==> src/rtl/seq_byte_fifo_supported.sv <==
// First-word-fall-through FIFO with valid/ready on both sides, occupancy output
// and a sticky flag recording any write attempted while full.
module seq_byte_fifo_supported #(
   parameter int unsigned WIDTH = 8,
   parameter int unsigned DEPTH = 4
) (
   input  logic                       clk,
   input  logic                       rst_n,
   input  logic                       in_valid,
   input  logic [WIDTH-1:0]           in_data,
   output logic                       in_ready,
   output logic                       out_valid,
   output logic [WIDTH-1:0]           out_data,
   input  logic                       out_ready,
   output logic [$clog2(DEPTH):0]     count,
   output logic                       ovf
);

   localparam int unsigned AW     = $clog2(DEPTH);
   localparam logic [AW:0] C_FULL = (AW+1)'(DEPTH);

   logic [WIDTH-1:0] r_mem [DEPTH];
   logic [AW-1:0]    r_wr_ptr;
   logic [AW-1:0]    r_rd_ptr;
   logic [AW:0]      r_count;
   logic             r_ovf;
   logic             w_push;
   logic             w_pop;

   // Handshake qualifiers come from registered occupancy only, so a full FIFO
   // never accepts a write even when the consumer pops in the same cycle.
   always_comb begin
      in_ready  = (r_count != C_FULL);
      out_valid = (r_count != '0);
      w_push    = in_valid & in_ready;
      w_pop     = out_valid & out_ready;
      out_data  = r_mem[r_rd_ptr];
      count     = r_count;
      ovf       = r_ovf;
   end

   always_ff @(posedge clk or negedge rst_n) begin
      if (!rst_n) begin
         for (int unsigned i = 0; i < DEPTH; i++) begin
            r_mem[i] <= '0;
         end
         r_wr_ptr <= '0;
         r_rd_ptr <= '0;
         r_count  <= '0;
         r_ovf    <= 1'b0;
      end else begin
         if (w_push) begin
            r_mem[r_wr_ptr] <= in_data;
            r_wr_ptr        <= r_wr_ptr + 1'b1;
         end
         if (w_pop) begin
            r_rd_ptr <= r_rd_ptr + 1'b1;
         end
         case ({w_push, w_pop})
            2'b10:   r_count <= r_count + 1'b1;
            2'b01:   r_count <= r_count - 1'b1;
            default: r_count <= r_count;
         endcase
         if (in_valid && !in_ready) begin
            r_ovf <= 1'b1;
         end
      end
   end

   always_ff @(posedge clk) begin
      if (rst_n) begin
         assert (r_count <= C_FULL);
         assert (!(w_pop && r_count == '0));
         assert (!(w_push && !w_pop && r_count == C_FULL));
      end
   end

endmodule
==> config.mk <==
export PLATFORM = sky130hd
export DESIGN_NAME = seq_byte_fifo_supported
export DESIGN_NICKNAME = d
export VERILOG_FILES = /design/src/rtl/seq_byte_fifo_supported.sv
export SDC_FILE = /design/constraint.sdc
export NUM_CORES = 1
export LEC_CHECK = 0
export CAP_MARGIN = 20
export CORE_ASPECT_RATIO = 0.8
export CORE_MARGIN = 2
export CORE_UTILIZATION = 30
export DETAILED_ROUTE_END_ITERATION = 6
export PLACE_DENSITY = 0.62
export SYNTH_ARGS = -nofsm -noshare
export SYNTH_HDL_FRONTEND = slang
export SYNTH_SLANG_ARGS = --single-unit
==> constraint.sdc <==
create_clock -name clk -period 1.91 [get_ports clk]
set_input_delay 0.382 -clock clk [delete_from_list [all_inputs] [get_ports clk]]
set_output_delay 0.382 -clock clk [all_outputs]
set_load 0.05 [all_outputs]
Word level (Yosys, flattened, before mapping). Cells that the tools add are included. Widths: inputs -> output; s select.

Magnitude comparators: 3. Reductions and logical operators: 5. Equal/unequal tests: 3. Bitwise operators: 4. Multiplexer cells: 7. $add $sub $neg: 4.

Operators with widths (count): $bwmux 32 (1); $mux 8 (3); $bmux 8 s2 (1); $demux 8 s2 (1); $ge 3x3->1 const B (2); $not 2->3 (2); $pmux 3 s2 (1); $add 2x1->2 const B (2); $add 3x1->3 const B (1); $lt 3x1->1 const B (1); $ne 3x3->1 const B (1); $reduce_bool 3->1 (1); $sub 3x1->3 const B (1); $and 1x1->1 (2); $eq 2x1->1 const B (1); $eq 2x2->1 const B (1); $logic_and 1x1->1 (2); $reduce_bool 2->1 (1); $logic_not 1->1 (1).

Input port bits: 12. Word-level logic and storage cells: 34. Output and inout port bits: 14. Register bits after elaboration: 40.

Logic depth before layout (Yosys ltp). Gate-level depths: netlist of the first run.

Depth after elaboration: 6. Gate-level depth with buffers: 8. Gate-level depth less buffers: 8.

Least setup slack after synthesis of the first run. No wires, ideal clock.

Kind: flip-flop to flip-flop. Start: register r_count[2] (netlist: count[2]). End: register r_count[2] (netlist: count[2]). Required time: 1.828 ns. Data arrival time: 2.329 ns. Period minus slack after synthesis: 2.411 ns. Stages on the path, launching flop included: 9. Buffers on the path: 0. Setup time: 0.082 ns. Setup slack: -0.501 ns. Cells stage by stage: dfrtp_1 -> nor3b_2 -> or2b_2 -> ha_1 -> inv_1 -> fa_1 -> xor2_1 -> nor2_1 -> xor2_1.

Cells in the longest elaborated chain, start to end: 4. Elaborated cells on any way between the ends: 10. Classes of those cells: add/sub: 2; eq/ne: 3; mux: 1; bitwise: 2; reduce/logical: 2.

Ends and longest elaborated chain: start, declared (line 25) `logic [AW:0] r_count;`; start signal, assigned (line 60) `2'b10: r_count <= r_count + 1'b1;`; start signal, assigned (line 61) `2'b01: r_count <= r_count - 1'b1;`; start signal, assigned (line 62) `default: r_count <= r_count;`; $ne 3x3->1 / $reduce_bool 3->1 (equally long branches) (line 33, 34); $and 1x1->1 (on tied branches) (line 35, 36); $eq 2x1->1 / $eq 2x2->1 (equally long branches) (line 59) `case ({w_push, w_pop})`; $pmux 3 s2 / $reduce_bool 2->1 (equally long branches).

Parallel ways exist; a longest one is shown, timed or not. A chain may end at the register's enable or synchronous reset.

Worst setup path after layout of the first run.
Start: register r_rd_ptr[0]. End: output port out_data[2].

Cells in the longest elaborated chain, start to end: 4.

Ends and longest elaborated chain: start, declared (line 24) `logic [AW-1:0] r_rd_ptr;`; start signal, assigned (line 57) `r_rd_ptr <= r_rd_ptr + 1'b1;`; $not 2->3 (implied by the code) (line 37) `out_data = r_mem[r_rd_ptr];`; $bmux 8 s2 (line 37); $mux 8 (implied by the code) (2 in a row) (line 37); end, declared (line 13) `output logic [WIDTH-1:0] out_data,`.

Every way passes these cells. The select of a mux whose other input is x is not followed.

==> results of run 1 <==
## placed cells by master (no fill, tap or decap), types with 3 or more instances in the layout
master	netlist	final
buf_12	0	5
buf_4	0	14
buf_6	0	10
clkbuf_8	0	5
clkdlybuf4s50_1	0	10
dfrtp_1	40	36
dfrtp_2	0	4
ha_1	5	4
inv_1	6	5
mux2_2	33	33
mux4_2	8	8
nand2_1	5	5
nor2_2	4	4
xnor2_1	3	3
xor2_1	3	3
## cell families (layout without fill, tap and decap cells)
kind of cell | Yosys count | after routing | share of synthesized area
mux | 42 | 42 | 0.308
simple gates | 13 | 13 | 0.0418
xor+xnor | 6 | 6 | 0.0288
fa+ha+maj | 6 | 6 | 0.0453
buf+inv | 8 | 53 | 0.0171
compound gates | 2 | 2 | 0.0103
flops | 40 | 40 | 0.549
## per-stage QoR
step,utilization,hold WS (ns)
6_report,0.417,0.0161
5_1_grt,0.417,0.0429
4_1_cts,0.413,0.0248
2_1_floorplan,-,0.0864
3_3_place_gp,0.392,0.326
3_5_place_dp,0.392,0.347
## metal layers
metal,vias to the layer above,global-route usage
met5,-,0
met4,0,0.0404
met3,3,0.0349
met2,27,0.217
met1,580,0.153
li1,498,-
## layout make-up
class,instances,area (um2)
clock buffer,5,68.8
timing repair buffer,40,423
fill,565,3430
inverter,6,22.5
sequential,40,1010
multi-input combinational,69,816
tap,81,101
clock inverter,2,12.5
## flip-flops by register name, indices dropped and copies added, names as in the netlist
register / cells
r_wr_ptr: 2
count: 3
r_rd_ptr: 2
ovf: 1
r_mem: 32
## what timing repair did
item                       CTS  global route
pin swaps                    0             0
resized for setup           11             0
setup endpoints to repair    8             9
setup buffers                0             3
## worst max-delay path, stage by stage (launching register included)
cell     delay, ns
dfrtp_1       0.38
buf_6         0.15
mux4_2        0.51
buf_6         0.17
## final timing paths
kind | cells past startpoint | to | start | slack, ns
max in group asynchronous | 2 | r_rd_ptr[1] | rst_n | 1.41
max | 3 | out_data[2] | r_rd_ptr[0] | 0.02
min in group clk | 1 | ovf | ovf | 0.47
min reg2reg | 1 | ovf | ovf | 0.47
min | 1 | r_mem[12] | rst_n | 0.02
max reg2reg | 8 | count[2] | count[0] | 0.07
==> reports/results.ini, run 1 <==
[outcome]
outcome=finished, final reports clean

[setup_path]
path_max_fanout=5
cp.required_ns=1.53
startpoint_type=flop
critPathArrivalTime_ns=1.51
critPathKind=flop to primary output
cp-end-kind=primary output

[floorplanning]
die_h_um=73.7
rows=25
ioPinCount=26
dieArea_um2=6720
start_util=0.310
core_area_um2=5880
fp.dieW_um=91.2

[drt]
route.met2.wl_mm=1.82
totalWireLength_mm=3.64
dr_total_vias=1108
vias_per_cell=4.56
drc=0
drtIter0Drc=14
wl_per_cell_um=15.0
dr.max_layer_used=met4
first_pass_iters=4
ant_nets=0
m1WireLength_mm=1.62
wl_met3_um=164

[placed_design]
io_buffers=25
post_dp_cell_area_um2=2310
place_inst=233
place_hpwl_mm=2.67
gp_congestion=0.732
pre_cts_ws_ns=-0.130

[global_routing]
grt_use_total=0.125
grt_pass1_wl_mm=6.35
grt_pass1_vias=1279
antenna_found_initial=0
grt_overflow=0
grt_max_degree=25

[timing]
fin_crit_sh=0.989
fmax_ghz=0.529
fin_worst_skew_ns=0.0108
rsz0062_at_grt=yes
worst_pin_slew_ns=0.423
hold_viol_final=0
timing.slew.headroom=0.718
finalCriticalPeriod_ns=1.89
drv_slew=0
setup_ws_ns=0.0204
tns_ns=0
setup_viol_count_final=0

[flow_run]
max_cap_violations=0

[clock_network]
clk_pin_slew_ns=0.08
clk_latency_ns=0.29
tritoncts=built
cts_root_buf=clkbuf_8
h-tree-depth=2
cts_inserted_buffers=5
clk_path_buf_depth=2
cts.sinks=40
cts_hold_buf=0

[synthesis]
synth_most_common_cell=dfrtp_1
synth.area.top_cells=dfrtp_1, mux2_2, mux4_2, ha_1, xnor2_1
yosysSeqAreaShare=0.549
ys_warn_count=0
synth_top_area_share=0.549
ys_types=19
avgSynthCellArea_um2=15.6
synth_flop_cell=dfrtp_1
ys_ff_latch=40
syn_inst=117
synth-async-reset-ratio=1.00
synth_area_um2=1820
synth_area_leader_cell=dfrtp_1
syn-num-nets=135
ys_top_cells_by_count=dfrtp_1, mux2_2, mux4_2, inv_1
synth_edf_count=0

[finish]
syn_to_final_growth_pct=34.3
final_cells=243
final_area_um2=2450
antennaDiodeCount=0
drive_above_1_share=0.580
nets=180

[hold_path]
min_path_type=input pin to async pin

Power of run 1 is not shown: default switching activity piles up to over one toggle a cycle in this logic, so the estimate is an artifact.
==> run 2: changes to the inputs <==
--- a/config.mk
+++ b/config.mk
@@ -11,6 +11,8 @@
 export CORE_UTILIZATION = 30
 export DETAILED_ROUTE_END_ITERATION = 6
 export PLACE_DENSITY = 0.62
+export REMOVE_ABC_BUFFERS = 1
+export SLEW_MARGIN = 20
 export SYNTH_ARGS = -nofsm -noshare
 export SYNTH_HDL_FRONTEND = slang
 export SYNTH_SLANG_ARGS = --single-unit
==> reports/results.ini, run 2 (synthesis results as in run 1) <==
[finish]
nets=182  ; +1.1%
final_area_um2=2450  ; +0.20%
most-common-layout-cells=dfrtp_1, mux2_2, buf_4
fill_cells=576  ; +1.9%
largest_reg_flops=32  ; unchanged
largest-register=r_mem
antennaDiodeCount=0  ; unchanged
mostFrequentLayoutCell=dfrtp_1
drive_above_1_share=0.564  ; -0.0166
syn_to_final_growth_pct=34.6

[setup_path]
cp.required_ns=1.53  ; about the same
r2r_slack_ns=0.07  ; about the same
cp-end-kind=primary output
path_max_fanout=4  ; -1
r2r-end=count[2]
critPathArrivalTime_ns=1.51  ; about the same
cp_slowest_cell=mux4_2
critPathKind=flop to primary output
ff2ff_path_depth=8  ; unchanged
startpoint_type=flop
critPathBufInv=2  ; unchanged
timing.rr.start=count[1]
max_stage_delay_ns=0.53  ; +0.02 ns
path_delay_family=multiplexers
crit_chain=buf_4, mux4_2, buf_6

[drt]
vias_per_cell=4.46  ; -2.2%
dr_total_vias=1097  ; -0.99%
drc=0  ; unchanged
totalWireLength_mm=3.63  ; -0.11%
wl_per_cell_um=14.8  ; -1.3%
ant_nets=0  ; unchanged
drtIter0Drc=21  ; +7
first_pass_iters=3  ; -1

[timing]
setup_viol_count_final=0  ; unchanged
rsz0062_at_grt=yes
hold_viol_final=0  ; unchanged
fmax_ghz=0.530  ; about the same
worst_pin_slew_ns=0.508  ; +0.0846 ns
drv_slew=0  ; unchanged
timing.slew.headroom=0.662  ; -0.0564
fin_crit_sh=0.989  ; about the same
finalCriticalPeriod_ns=1.89  ; -0.00133 ns
fin_worst_skew_ns=0.00302  ; -0.00779 ns

[global_routing]
grt_use_total=0.114  ; -0.0108
grt_max_degree=41  ; +64%
grt_overflow=0  ; unchanged
grt_pass1_wl_mm=5.75  ; -9.4%
grt_pass1_vias=1151  ; -10%
antenna_found_initial=0  ; unchanged

[clock_network]
clk_path_buf_depth=2  ; unchanged
cts.sinks=40  ; unchanged
h-tree-depth=2  ; unchanged
cts_root_buf=clkbuf_8
cts_inserted_buffers=5  ; unchanged
clk_latency_ns=0.28  ; about the same
clk_pin_slew_ns=0.08  ; about the same
tritoncts=built
cts_hold_buf=0  ; unchanged

[hold_path]
min_path_type=input pin to async pin

[floorplanning]
die_h_um=73.7  ; unchanged
rows=25  ; unchanged
dieArea_um2=6720  ; unchanged
core_area_um2=5880  ; unchanged
start_util=0.310  ; unchanged
fp.dieW_um=91.2  ; unchanged
ioPinCount=26  ; unchanged

[flow_run]
max_cap_violations=0  ; unchanged

[placed_design]
post_dp_cell_area_um2=2260  ; -1.8%
gp_congestion=0.693  ; -5.4%
io_buffers=25  ; unchanged
place_hpwl_mm=2.56  ; -3.8%

[outcome]
outcome=finished, final reports clean

[run 2: cell types whose count changed in the layout (fill, tap and decap cells not counted), moves of 3 or more]
cell / delta
buf_12: -3
dfrtp_1: +3
buf_4: +5
dfrtp_2: -3
[run 2: how the worst max path moves through the flow]
| stage | to | from | cells past startpoint | slack (ns) |
|---|---|---|---|---|
| final | out_data[0] | r_rd_ptr[0] | 3 | 0.02 |
| after global routing | count[2] | count[1] | 8 | -0.07 |
| after CTS | out_data[1] | r_rd_ptr[0] | 3 | 0.002 |
| after detailed placement | count[2] | in_valid | 8 | -0.20 |
| after global placement | count[2] | in_valid | 8 | -0.14 |
| after floorplan | count[2] | count[2] | 8 | -0.50 |
[run 2: layout make-up]
class | count | area (um2) | share of cell area
Timing Repair Buffer | 42 | 404 | 0.165
Sequential cell | 40 | 1000 | 0.408
Clock inverter | 2 | 38.8 | 0.0158
Multi-Input combinational cell | 69 | 803 | 0.327
Inverter | 6 | 22.5 | 0.00917
Clock buffer | 6 | 82.6 | 0.0336
Tap cell | 81 | 101 | 0.0413
[run 2: repair_timing]
item	4_1_cts	5_1_grt
cloned	0	0
pin swaps	0	3
gates resized for setup	8	8
setup endpoints to repair	8	10
buffers inserted	2	0
[run 2: routing by layer]
layer  share of wire  global-route usage
met5               0                   0
met2            0.50               0.195
met1            0.46               0.143
met4          0.0044              0.0253
met3           0.040              0.0379
[run 2: through the flow]
step	worst slack, ns	setup TNS [ns]	cells	hold WS (ns)	util
finish	0.0217	0	246	0.151	0.417
floorplan	-0.501	-0.821	115	0.0864	-
CTS	0.00243	0	246	0.156	0.413
global route	-0.0723	-0.313	246	0.181	0.417
detailed placement	-0.201	-0.399	236	0.454	0.385
global placement	-0.141	-0.254	236	0.457	0.385
Power of run 2 is left out for the same reason.
==> patch 1, RTL diff (flow settings as in run 1) <==
Make the reset (`rst_n`) synchronous in one clocked block.
--- a/src/rtl/seq_byte_fifo_supported.sv
+++ b/src/rtl/seq_byte_fifo_supported.sv
@@ -40,5 +40,5 @@
    end
 
-   always_ff @(posedge clk or negedge rst_n) begin
+   always_ff @(posedge clk) begin
       if (!rst_n) begin
          for (int unsigned i = 0; i < DEPTH; i++) begin
Behaviour: differs if rst_n is asserted again (counterexample within 4 cycles, from zero or initial values and one cycle with rst_n low); with rst_n held inactive, the same outputs for 10 cycles.
==> patch 1 against run 1 <==
The flow now finishes with violations (setup timing). Register-to-register slack worse by 140 ps. Setup slack worse by 90 ps. First-iteration DRC count rose to 3.3 times the old value. Sequential cell count up 2. Synthesized area up 4.1%. Clock skew down 3.8 ps. Critical path depth up 7. Count of clock-buffer cells in the layout unchanged. Cell area up 2.5%. Hold slack better by 500 ps. Core utilization up 0.13 points. Routed wire length up 4.9%. Critical path type is now reg -> reg. Highest routed layer unchanged.
==> patch 1: results (changes against run 1) <==
** STA
- Worst-margin pin slew :: 496 ps (+72.8 ps)
- The worst hold slack after final layout was 511 ps (+495 ps).
- The final-report setup violation count is 1 (+1).
- Clock tree skew after final layout :: 7.03 ps (-3.78 ps)
- The total negative slack for setup checks is -69.9 ps (-69.9 ps).
- The slack of the critical path is -69.9 ps (-90.3 ps).

** Placement
- The final HPWL from detailed placement is 2780 µm (+4.2%).
- Count of placed standard cells including taps :: 252 (+8.2%)
- The global placement routability congestion was 0.766 (+4.6%).
- Placement-stage worst setup slack :: -353 ps (-223 ps)

** Global route
- Wire length of the first global-routing pass :: 6260 µm (-1.5%)
- Via count of the first global-routing pass :: 1289 (+0.78%)

** Cells and area
- The fraction of area in non-clock buffers came to 0.167 (-0.00612).
- The number of fillers in the final layout was 581 (+2.8%).
- Fraction of area in registers :: 0.466 (+0.0550)
- Footprint of the multi-input gates :: 704 µm² (-14%)
- Count of non-CTS inverters in the layout :: 5 (-1)
- The fraction of layout cells with a size suffix above 1 was 0.350 (-0.230).
- The net count reported at finish was 193 (+7.2%).
- The non-clock buffer count in the final layout came to 46 (+15%).

** Worst setup path
- CP peak stage delay :: 340 ps (-170 ps)
- Critical register-to-register path endpoint :: count[2]$_SDFFE_PN0P_
- Largest fanout on the critical path :: 2 (-3)
- The critical path data arrival time came to 2210 ps (+700 ps).

** Yosys
- Post-Synthesis Net Count :: 145 (+7.4%)
- The post-synthesis cell type count came to 36 (+17).
- Top post-synthesis cells by count :: 32 x sky130_fd_sc_hd__edfxtp_1, 27 x sky130_fd_sc_hd__and2_1, 10 x sky130_fd_sc_hd__dfxtp_1, 8 x sky130_fd_sc_hd__and3_1, 8 x sky130_fd_sc_hd__mux4_2
- Largest cells by area after synthesis :: sky130_fd_sc_hd__edfxtp_1 51%, sky130_fd_sc_hd__dfxtp_1 11%, sky130_fd_sc_hd__mux4_2 9.5%
- The cell count after synthesis is 131 (+12%).
- The number of flops mapped to enable cells by yosys was 32 (+32).
- Part of the Yosys area used for sequential elements :: 0.611 (+0.0626)

** Detailed routing
- The overall via count from detail_route is 1207 (+8.9%).
- The total routed wirelength was 3810 µm (+4.9%).
- Wire per inst :: 14.6 µm (-2.4%)

** Status
- Status :: finished with violations
- Failing checks :: setup timing

** CTS
- The number of cells upsized or downsized after cts was 7 (-4).
- Post-CTS Repair Setup Buffers :: 1 (+1)
[patch 1: routing by layer]
layer / part of all wire / vias to the layer above / track usage
met3: 0.040 / 8 / 0.0350
li1: - / 580 / -
met5: 0 / - / 0
met2: 0.48 / 25 / 0.212
met4: 0.017 / 0 / 0.0523
met1: 0.46 / 594 / 0.149
[patch 1: logic make-up (layout without fill, tap and decap cells)]
logic type               Yosys count  in the layout  synth area share
AO/OA/AOI/OAI                     11             11            0.0382
buffers and inverters             10             59            0.0257
adder cells (fa/ha/maj)            2              2            0.0171
multiplexers                       8              8            0.0949
flip-flops                        42             42             0.611
XOR/XNOR                           4              4            0.0184
AND/OR/NAND/NOR                   54             54             0.194
[patch 1: power groups by stage]
stage / clock (mW) / combinational, mW / sequential (mW)
floorplan: 0 / 0.862 / 1.33
global placement: 0 / 1.38 / 1.23
detailed placement: 0 / 1.42 / 1.24
CTS: 0.610 / 1.47 / 1.23
global route: 0.654 / 1.59 / 1.24
finish: 0.590 / 1.49 / 1.23
==> patch 2, RTL diff (settings of run 1) <==
Made on the original files. Change the parameter `WIDTH` from 8 to 10.
--- a/src/rtl/seq_byte_fifo_supported.sv
+++ b/src/rtl/seq_byte_fifo_supported.sv
@@ -2,5 +2,5 @@
 // and a sticky flag recording any write attempted while full.
 module seq_byte_fifo_supported #(
-   parameter int unsigned WIDTH = 8,
+   parameter int unsigned WIDTH = 10,
    parameter int unsigned DEPTH = 4
 ) (
Ports: changed (resized in_data and out_data); port bits go from 26 to 30. No check against the original RTL was run, so the function may have changed too.
==> patch 2 against run 1 <==
The run now ends with setup timing left. Cell count grew 12%. Sequential cell count grew 8. Setup slack lost 49 ps. Synthesized area grew 18%. Cell area grew 16%. Count of clock-buffer cells in the layout is the same. Routed wire length grew 10%. Synthesized cell count grew 15%. Critical endpoint unchanged.
Power is left out: the tool's default activity adds up to more than one toggle a clock period on the data nets, which glitch-free logic cannot reach.
==> patch 2: results (changes against run 1) <==
** Worst hold path
- Cell count of the worst hold path :: 1
- The path class of the tightest hold or removal check is reg -> reg.

** Placement
- The count of port buffers added during placement was 29 (+16%).
- The global placement routability congestion came to 0.743 (+1.5%).
- The post-placement cell area is 2710 µm² (+17%).
- Count of placed standard cells including taps :: 264 (+13%)
- The final HPWL from detailed placement was 2810 µm (+5.5%).
- The worst slack at placement came to -118 ps (+12.1 ps).

** Detailed routing
- The iteration-0 DRC count of the detailed router is 19 (+5).
- Via density per instance :: 4.58 (+0.47%)
- The mean routed wirelength per cell was 14.7 µm (-1.5%).
- The total routed wirelength was 4010 µm (+10%).

** Global route
- GRT Total Usage :: 0.112 (-0.0131)
- Wire length of the first global-routing pass :: 6730 µm (+5.9%)
- The largest net degree at the start of global routing is 34 (+36%).
- Via count of the first global-routing pass :: 1315 (+2.8%)

** Yosys
- The area fraction in compound gates after synthesis came to 0.00869 (-0.00160).
- Asr flop ratio synth :: 1.00 (unchanged)
- The net count after synthesis is 155 (+15%).
- Part of the Yosys area used for sequential elements :: 0.556 (+0.00750)
- Top post-synthesis cells by count :: 48 x sky130_fd_sc_hd__dfrtp_1, 41 x sky130_fd_sc_hd__mux2_2, 10 x sky130_fd_sc_hd__mux4_2, 6 x sky130_fd_sc_hd__inv_1
- XOR/XNOR share of the synthesized area :: 0.0243 (-0.00447)
- The cell count after synthesis was 135 (+15%).
- Synthesized-area fraction occupied by adder cells :: 0.0382 (-0.00703)
- Yosys attributes the largest share of cell area to sky130_fd_sc_hd__dfrtp_1 56%, sky130_fd_sc_hd__mux2_2 21%, sky130_fd_sc_hd__mux4_2 10%.
- Portion of netlist area occupied by mux cells :: 0.323 (+0.0148)

** STA
- Setup TNS Final :: -28.3 ps (-28.3 ps)
- The final-report setup violation count is 1 (+1).
- The tightest slew margin relative to the limit was 0.664 (-0.0538).
- Clock tree skew after final layout :: 10.3 ps (-0.516 ps)
- The slack of the critical path came to -28.3 ps (-48.6 ps).
- Hold Worst Slack :: 470 ps (+454 ps)

** Worst setup path
- The largest incremental delay on the critical path was 560 ps (+50 ps).
- Register-to-Register Setup Slack :: 100 ps (+30 ps)
- The critical path data arrival time came to 1560 ps (+50 ps).

** CTS
- In this run the clock root is driven by a sky130_fd_sc_hd__clkbuf_8.
- The buffers inserted during post-CTS setup optimization was 0 (unchanged).
- Clock-pin slew on the worst setup and hold paths :: 80 ps (about the same)
- The number of buffers inserted for hold repair after clock tree synthesis was 1 (+1).
- The number of cells upsized or downsized after cts was 11 (unchanged).

** Cells and area
- The fraction of layout cells with a size suffix above 1 is 0.562 (-0.0181).
- Ant diodes :: 0 (unchanged)
- Number of nets in the layout :: 205 (+14%)
- Flip-flop count of the largest register, all copies and words added :: 40 (+25%)

** Status
- Status :: finished with violations
- Failing checks :: setup timing
[patch 2: cell count changes in the layout (fill, tap and decap cells not counted)]
cell / delta
sky130_fd_sc_hd__dfrtp_1: +9
sky130_fd_sc_hd__mux2_2: +8
sky130_fd_sc_hd__clkdlybuf4s50_1: +2
sky130_fd_sc_hd__mux4_2: +2
sky130_fd_sc_hd__buf_6: +1
sky130_fd_sc_hd__dfrtp_2: -1
sky130_fd_sc_hd__dlygate4sd3_1: +1
sky130_fd_sc_hd__dlymetal6s2s_1: +1
[patch 2: layout make-up]
| type | instances | area, µm² |
|---|---|---|
| Tap cell | 87 | 109 |
| Fill cell | 645 | 4080 |
| Timing Repair Buffer | 45 | 477 |
| Inverter | 6 | 22.5 |
| Multi-Input combinational cell | 79 | 951 |
| Clock inverter | 2 | 12.5 |
| Clock buffer | 5 | 68.8 |
| Sequential cell | 48 | 1200 |
[patch 2: worst max path at each step]
| stage | start | to | slack, ps |
|---|---|---|---|
| 2_1_floorplan | count[2]$_DFFE_PN0P_ | count[2]$_DFFE_PN0P_ | -170 |
| 3_3_place_gp | out_ready | count[2]$_DFFE_PN0P_ | -80 |
| 3_5_place_dp | out_ready | count[2]$_DFFE_PN0P_ | -120 |
| 4_1_cts | r_rd_ptr[0]$_DFFE_PN0P_ | out_data[2] | -40 |
| 5_1_grt | r_rd_ptr[0]$_DFFE_PN0P_ | out_data[2] | -70 |
| 6_report | r_rd_ptr[0]$_DFFE_PN0P_ | out_data[2] | -30 |
[patch 2: layer usage]
layer,global-route usage,up-vias,routed length (µm)
met1,0.157,635,2060
li1,-,579,-
met3,0.0333,5,205
met2,0.171,27,1710
met4,0.0247,0,30
met5,0,-,0
[patch 2: critical path: cells and delay by family (launching register included)]
kind	cells	cell delay (ps)
muxes	1	560
DFF	1	360
buffers and inverters	2	350
